File: src/rtl/ring_rotation_sequencer.sv
// ring_rotation_sequencer
// Sequencer for the dual recirculating ring display datapath (ring A 6 bits,
// ring B 8 bits). Runs the synchronous preload of both rings, generates the
// prescaled rotation strobes with direction, tracks both ring positions and
// alternates the displayed ring on completed ring-B revolutions.
//
// state  | meaning
// -------+-------------------------------------------------------------
// IDLE   | no rotation; waits for load_req (preload) or run (rotate)
// LOAD_A | ring A parallel-load strobe is out, pos_a cleared
// LOAD_B | ring B parallel-load strobe is out, pos_b cleared
// RUN    | prescaler counting; each tick rotates both rings one place
//
// Every output comes straight from a flop, so a strobe appears in the cycle
// after the edge that decided it. ena low freezes all state and silences
// the strobes.

module ring_rotation_sequencer #(
  parameter int PRESCALE_W = 16,
  parameter int RING_A_LEN = 6,
  parameter int RING_B_LEN = 8
) (
  input  logic                  clk,
  input  logic                  rst_n,
  input  logic                  ena,
  input  logic [PRESCALE_W-1:0] cfg_period,
  input  logic                  run,
  input  logic                  dir,
  input  logic                  alt_en,
  input  logic                  load_req,
  input  logic [7:0]            pattern_in,
  output logic                  load_a,
  output logic                  load_b,
  output logic [7:0]            load_data,
  output logic                  shift_a,
  output logic                  shift_b,
  output logic                  shift_dir,
  output logic [2:0]            pos_a,
  output logic [2:0]            pos_b,
  output logic                  disp_sel,
  output logic                  rev_done,
  output logic                  busy
);

  localparam logic [1:0] S_IDLE   = 2'd0;
  localparam logic [1:0] S_LOAD_A = 2'd1;
  localparam logic [1:0] S_LOAD_B = 2'd2;
  localparam logic [1:0] S_RUN    = 2'd3;

  localparam logic [PRESCALE_W-1:0] CNT_ONE = {{(PRESCALE_W-1){1'b0}}, 1'b1};
  localparam logic [2:0] A_LAST = 3'(RING_A_LEN - 1);
  localparam logic [2:0] B_LAST = 3'(RING_B_LEN - 1);

  logic [1:0]            r_state;
  logic [PRESCALE_W-1:0] r_cnt;
  logic [7:0]            r_latch;
  logic [7:0]            r_load_data;
  logic                  r_load_a;
  logic                  r_load_b;
  logic                  r_busy;
  logic                  r_shift_a;
  logic                  r_shift_b;
  logic                  r_shift_dir;
  logic                  r_rev_done;
  logic [2:0]            r_pos_a;
  logic [2:0]            r_pos_b;
  logic                  r_disp_sel;

  logic [1:0]            w_next_state;
  logic [PRESCALE_W-1:0] w_last;
  logic                  w_start_load;
  logic                  w_run_hold;
  logic                  w_tick;
  logic [2:0]            w_pos_a_nxt;
  logic [2:0]            w_pos_b_nxt;
  logic                  w_wrap_b;

  // Terminal count of the prescaler; a period of 0 behaves as a period of 1.
  always_comb begin
    w_last = '0;
    if (cfg_period != '0) begin
      w_last = cfg_period - CNT_ONE;
    end
  end

  // Decode of the events that drive every register below. A load request
  // outranks both a run drop and a coinciding tick, so the tick is lost.
  always_comb begin
    w_start_load = load_req && ((r_state == S_IDLE) || (r_state == S_RUN));
    w_run_hold   = (r_state == S_RUN) && !load_req && run;
    // >= rather than == so a period shortened below the running count
    // fires on the very next edge instead of wrapping the counter.
    w_tick       = w_run_hold && (r_cnt >= w_last);
  end

  // Next-state selection for the load / rotate sequence.
  always_comb begin
    w_next_state = r_state;
    case (r_state)
      S_IDLE: begin
        if (load_req) begin
          w_next_state = S_LOAD_A;
        end else if (run) begin
          w_next_state = S_RUN;
        end
      end
      S_LOAD_A: w_next_state = S_LOAD_B;
      S_LOAD_B: w_next_state = run ? S_RUN : S_IDLE;
      S_RUN: begin
        if (load_req) begin
          w_next_state = S_LOAD_A;
        end else if (!run) begin
          w_next_state = S_IDLE;
        end
      end
      default: w_next_state = S_IDLE;
    endcase
  end

  // Ring position successors for the current direction, plus ring-B wrap.
  always_comb begin
    if (dir) begin
      w_pos_a_nxt = (r_pos_a == A_LAST) ? 3'd0 : r_pos_a + 3'd1;
      w_pos_b_nxt = (r_pos_b == B_LAST) ? 3'd0 : r_pos_b + 3'd1;
      w_wrap_b    = (r_pos_b == B_LAST);
    end else begin
      w_pos_a_nxt = (r_pos_a == 3'd0) ? A_LAST : r_pos_a - 3'd1;
      w_pos_b_nxt = (r_pos_b == 3'd0) ? B_LAST : r_pos_b - 3'd1;
      w_wrap_b    = (r_pos_b == 3'd0);
    end
  end

  // FSM state register and the busy flag that mirrors the load states.
  always_ff @(posedge clk) begin
    if (!rst_n) begin
      r_state <= S_IDLE;
      r_busy  <= 1'b0;
    end else if (ena) begin
      r_state <= w_next_state;
      r_busy  <= (w_next_state == S_LOAD_A) || (w_next_state == S_LOAD_B);
    end
  end

  // Step-period prescaler: counts only while rotation continues, cleared on
  // every RUN entry, run drop, load request and tick.
  always_ff @(posedge clk) begin
    if (!rst_n) begin
      r_cnt <= '0;
    end else if (ena) begin
      if (w_run_hold && !w_tick) begin
        r_cnt <= r_cnt + CNT_ONE;
      end else begin
        r_cnt <= '0;
      end
    end
  end

  // Pattern latch and the two-cycle preload strobe sequence.
  always_ff @(posedge clk) begin
    if (!rst_n) begin
      r_latch     <= '0;
      r_load_data <= '0;
      r_load_a    <= 1'b0;
      r_load_b    <= 1'b0;
    end else if (!ena) begin
      r_load_a <= 1'b0;
      r_load_b <= 1'b0;
    end else begin
      r_load_a <= w_start_load;
      r_load_b <= (r_state == S_LOAD_A);
      if (w_start_load) begin
        r_latch     <= pattern_in;
        r_load_data <= pattern_in;
      end else if (r_state == S_LOAD_A) begin
        r_load_data <= r_latch;
      end else if (r_state == S_LOAD_B) begin
        r_load_data <= '0;
      end
    end
  end

  // Rotation strobes; direction and revolution flag ride on the tick.
  always_ff @(posedge clk) begin
    if (!rst_n) begin
      r_shift_a   <= 1'b0;
      r_shift_b   <= 1'b0;
      r_shift_dir <= 1'b0;
      r_rev_done  <= 1'b0;
    end else begin
      r_shift_a   <= ena && w_tick;
      r_shift_b   <= ena && w_tick;
      r_shift_dir <= ena && w_tick && dir;
      r_rev_done  <= ena && w_tick && w_wrap_b;
    end
  end

  // Ring positions (cleared by the matching load state) and display select.
  always_ff @(posedge clk) begin
    if (!rst_n) begin
      r_pos_a    <= 3'd0;
      r_pos_b    <= 3'd0;
      r_disp_sel <= 1'b0;
    end else if (ena) begin
      if (w_start_load) begin
        r_pos_a <= 3'd0;
      end else if (w_tick) begin
        r_pos_a <= w_pos_a_nxt;
      end
      if (r_state == S_LOAD_A) begin
        r_pos_b <= 3'd0;
      end else if (w_tick) begin
        r_pos_b <= w_pos_b_nxt;
      end
      if (w_tick && w_wrap_b && alt_en) begin
        r_disp_sel <= ~r_disp_sel;
      end
    end
  end

  assign load_a    = r_load_a;
  assign load_b    = r_load_b;
  assign load_data = r_load_data;
  assign shift_a   = r_shift_a;
  assign shift_b   = r_shift_b;
  assign shift_dir = r_shift_dir;
  assign pos_a     = r_pos_a;
  assign pos_b     = r_pos_b;
  assign disp_sel  = r_disp_sel;
  assign rev_done  = r_rev_done;
  assign busy      = r_busy;

endmodule

File: config.mk
export PLATFORM = sky130hd
export DESIGN_NAME = ring_rotation_sequencer
export DESIGN_NICKNAME = d
export VERILOG_FILES = /design/src/rtl/ring_rotation_sequencer.sv
export SDC_FILE = /design/constraint.sdc
export NUM_CORES = 1
export LEC_CHECK = 0
export BUFFER_PORTS_ARGS = -buffer_cell sky130_fd_sc_hd__buf_4
export CAP_MARGIN = 0
export CORE_MARGIN = 2
export CORE_UTILIZATION = 50
export CTS_BUF_LIST = sky130_fd_sc_hd__clkbuf_4 sky130_fd_sc_hd__clkbuf_8 sky130_fd_sc_hd__clkbuf_16
export DETAILED_ROUTE_END_ITERATION = 6
export GPL_TIMING_DRIVEN = 0
export PLACE_DENSITY = 0.73
export SYNTH_ARGS = -nofsm -noshare
export SYNTH_HDL_FRONTEND = slang
export SYNTH_SLANG_ARGS = --single-unit
export TNS_END_PERCENT = 5
File: constraint.sdc
create_clock -name clk -period 4.85 [get_ports clk]
set_input_delay 0.97 -clock clk [delete_from_list [all_inputs] [get_ports clk]]
set_output_delay 0.97 -clock clk [all_outputs]
set_load 0.02 [all_outputs]
Word level (Yosys, flattened, before mapping)
Cells that the tools add are included.
{ "classes": {"n_addsub": 6, "order_cmp": 1, "eq_ne": 7, "n_mux": 22, "bitwise_logic": 1, "reduce_logical": 27} }
{ "ops": {"columns": ["op", "n"], "rows": [
  ["16-bit 2-to-1 mux", 2],
  ["3-bit 2-to-1 mux", 10],
  ["8-bit 2-to-1 mux", 3],
  ["16-bit by 1-bit adder with 16-bit output, second input constant", 1],
  ["16-bit greater-or-equal comparator", 1],
  ["16-bit nonzero test", 1],
  ["16-bit by 1-bit subtractor with 16-bit output, second input constant", 1],
  ["2-bit AND reduction", 6],
  ["1-bit logical AND", 10],
  ["2-bit 2-to-1 mux", 5],
  ["2-bit one-hot mux with 4 select lines", 1],
  ["3-bit by 1-bit adder with 3-bit output, second input constant", 2],
  ["2-bit equality test, second input constant", 3],
  ["3-bit equality test, second input constant", 2],
  ["3-bit logical NOT", 2],
  ["3-bit by 1-bit subtractor with 3-bit output, second input constant", 2],
  ["2-bit by 1-bit equality test with 1-bit output, second input constant", 2],
  ["2-bit nonzero test", 2],
  ["3-bit nonzero test", 1],
  ["1-bit logical NOT", 2],
  ["2-bit logical NOT", 1],
  ["1-bit logical OR", 2],
  ["1-bit 2-to-1 mux", 1],
  ["1-bit inverter", 1]
]} }
{ "word_totals": {"regBits": 47, "in_bits": 31} }

Longest topological paths before layout
{ "logic_depth": {"ltp_word": 7, "depth_mapped": 15} }

Worst setup path before layout
OpenSTA, ideal clock, no wires.
{ "synth_path": {"path_type": "input to register", "startpoint": "in cfg_period[7]", "endpoint": "reg r_cnt[13]", "t_arrival_ps": 3981, "path_slack_ps": 755, "path_stages": 14, "cell_sequence": "or4_1 nor2_1 nand2_1 nor4_1 xor2_1 nand2_1 ha_1 nand4_1 nor3_2 or4b_4 and3_4 a31oi_4 buf_6 nor2_1"} }
{ "synth_between": {"elab_chain_cells": 7} }
{ "synth_rtl": {"columns": ["item", "line_no", "source"], "rows": [
  ["start: declaration", "26", "input logic [PRESCALE_W-1:0] cfg_period,"],
  ["16-bit by 1-bit subtractor with 16-bit output or 16-bit nonzero test (tied branches)", "82, 81", null],
  ["16-bit 2-to-1 mux *", "81", "if (cfg_period != '0) begin"],
  ["16-bit greater-or-equal comparator *", "93", "w_tick = w_run_hold && (r_cnt >= w_last);"],
  ["1-bit logical AND *", "93", null],
  ["1-bit logical NOT *", "150", "if (w_run_hold && !w_tick) begin"],
  ["1-bit logical AND *", "150", null],
  ["16-bit 2-to-1 mux *", "150", null],
  ["end signal: assignment", "151", "r_cnt <= r_cnt + CNT_ONE;"],
  ["end: declaration", "55", "logic [PRESCALE_W-1:0] r_cnt;"]
]} }
Mark *: on every way between the ends. The rest lies on a longest branch, timed or not.
A chain may end at the register's enable or synchronous reset.

Worst setup path after layout
Same ends and word-level chain as after synthesis.

==> results.toml <==
[status]
outcome = "finished clean"

[sta]
drv_slew = 0
fin_crit_sh_pct = 88.1
fmax_mhz = 234
hold_viol = 0
rsz0062_at_grt = "false"
tightest_slew_ns = 0.609
skew_ns = 0.00497
setup_viol = 0
relSlewSlack_pct = 59.3
period_minus_slack_ns = 4.27
setup_tns_ns = 0

[route]
drt_iter0_drc = 148
vias = 2683
wl_per_cell_um = 12.8
drt.antenna.violating_nets = 0
dr.pass1.iters = 4
wirelength_mm = 6.29
drc = 0
vias_per_cell = 5.46

[clock_network]
clk_path_buf_depth = 2
clock_latency_ns = 0.30
path_clk_slew_ns = 0.09
clockRootBuffer = "clkbuf_8"
htree_levels = 2
cts_sinks = 47
cts_setup_buffers = 0
cts_buffers = 5
postCtsHoldBufs = 0
cts_tree = "yes"
cts_resized = 0

[cells_and_area]
drive_above_1_share_pct = 16.2
final_cell_area_um2 = 3450
final_common_cell = "nand2_1"
final_cell_mix = "nand2_1 (63), buf_4 (53), dfxtp_1 (47), nor2_1 (41), ha_1 (28)"
nets = 477
num_antenna_cells = 0
area_growth_pct = 19.9
utilization_pct = 62.3

[grt]
antenna_found_initial = 0
grt_pass1_vias = 2515
grt_pass1_wl_mm = 11.0
grtUsageTotal_pct = 21.2
overflow = 0
grt_max_degree = 16

[yosys]
post_synth.cell_area_avg_um2 = 8.00
yosysSeqAreaShare_pct = 32.7
synthDistinctLibCells = 44
ys_warn_count = 0
synth_area_leader_cell = "dfxtp_1"
syn-instance-count = 360
yosys-top-cells-area = "dfxtp_1 (33%), ha_1 (12%), nand2_1 (8.2%), xor2_1 (6.4%), nor2_1 (5.3%)"
syn_nets = 419
yosysTopAreaCellShare_pct = 32.7
synthesis.area_um2 = 2880
ys_ff_latch = 47

[placement]
post-dp-hpwl_mm = 4.83
placed_area_um2 = 3350
numPortBuffers = 51
place.gp.congestion = 0.880

[power_and_ir_drop]
pwr-share-comb_pct = 19.5
ir_drop_mv = 0.182
clkPwrFrac_pct = 31.0
p_sw_mw = 0.243
power_density_nw_per_um2 = 241
total_power_mw = 0.831
switching_share_pct = 29.3
p_int_mw = 0.587
p_leak_nw = 1.45
seqPwrFrac_pct = 49.5

[worst_hold_path]
hold_path.class = "reg -> reg"

[floorplanning]
core_area_um2 = 5540
std_cell_rows = 27
die_y_um = 79.9
start_util_pct = 52.0
io_pins = 53
die_w_um = 79.9
die_area_um2 = 6380

[worst_setup_path]
required_ns = 5.05
path_max_fanout = 10
cp-start-kind = "input pin"
end_kind = "flop"
crit_type = "in -> reg"
arrival_ns = 4.47

[job]
maxCapViolCount = 0
## through the flow
| stage | std cells | worst slack, ns | hold slack, ns |
|---|---|---|---|
| final | 491 | 0.575 | 0.464 |
| after global routing | 491 | 0.273 | 0.498 |
| after CTS | 491 | 0.588 | 0.460 |
| after detailed placement | 483 | 0.280 | 0.447 |
| after global placement | 483 | 0.240 | 0.442 |
| after floorplan | 360 | 0.755 | 0.437 |
## power by group through the flow
stage	clock network [mW]	logic, mW	registers (mW)
2_1_floorplan	0	0.0866	0.432
3_3_place_gp	0	0.159	0.420
3_5_place_dp	0	0.161	0.421
4_1_cts	0.263	0.162	0.412
5_1_grt	0.279	0.183	0.413
6_report	0.257	0.162	0.412
## cells by family (layout without fill, tap and decap cells)
logic type	count (synthesis)	in the layout	synth area share, %
multiplexers	4	4	1.43
AND/OR/NAND/NOR	169	169	27.4
buffers and inverters	25	84	3.78
flip-flops	47	47	32.7
adder cells (fa/ha/maj)	28	28	12.2
AO/OA/AOI/OAI	59	59	14.1
XOR/XNOR	28	28	8.51
## Yosys cell counts (all sizes together)
cell type	n
a2111oi	1
a211oi	4
a21o	3
a21oi	25
a221oi	1
a311oi	8
a31oi	3
and3	5
and4	1
buf	3
clkbuf	11
clkinv	1
dfxtp	47
ha	28
inv	10
mux2	1
mux2i	3
nand2	63
nand2b	7
nand3	23
nand3b	1
nand4	6
nor2	41
nor2b	3
nor3	8
nor3b	2
nor4	3
nor4b	1
o2111a	1
o211ai	1
o21a	1
o21ai	8
o21bai	1
o22a	1
o31a	1
or3	1
or4	3
or4b	1
xnor2	7
xor2	21
## worst paths after layout
path / startpoint / end / slack (ns) / cells past startpoint
max reg2reg: r_state[1] / load_data[6] / 2.27 / 8
max: cfg_period[7] / r_cnt[13] / 0.58 / 15
min: r_latch[2] / r_latch[2] / 0.46 / 2
min reg2reg: r_latch[2] / r_latch[2] / 0.46 / 2
## metal layers
layer  global-route usage, %  part of all wire [%]  up-vias
met5                       0                     0        -
met4                    5.08                  0.95        0
met3                    3.51                   4.6        5
met2                    38.3                    47       56
met1                    26.1                    47     1250
li1                        -                     -     1372
## flip-flops by register name, summed over array words and instances (netlist names)
name       cells
load_b         1
shift_dir      1
rev_done       1
pos_b          3
shift_b        1
disp_sel       1
busy           1
r_latch        8
r_state        2
load_data      8
r_cnt         16
load_a         1
pos_a          3
## critical path, cell delays in order
cell,delay (ns)
buf_4,0.11
or4_1,0.54
nor2_1,0.29
nand2_1,0.18
nor4_1,0.26
xor2_1,0.17
nand2_1,0.07
ha_1,0.29
nand4_1,0.12
nor3_2,0.26
or4b_4,0.51
and3_4,0.21
a31oi_4,0.27
buf_6,0.18
nor2_1,0.05
## final cells by class
cell class	count	area (um2)
buffer	14	67.6
clock buffer	6	82.6
clock inverter	2	16.3
fill	532	2090
inverter	11	41.3
multi-input combinational	288	1830
sequential	47	941
tap	72	90.1
timing repair buffer	51	383
Power figures use the tool's default switching activity.
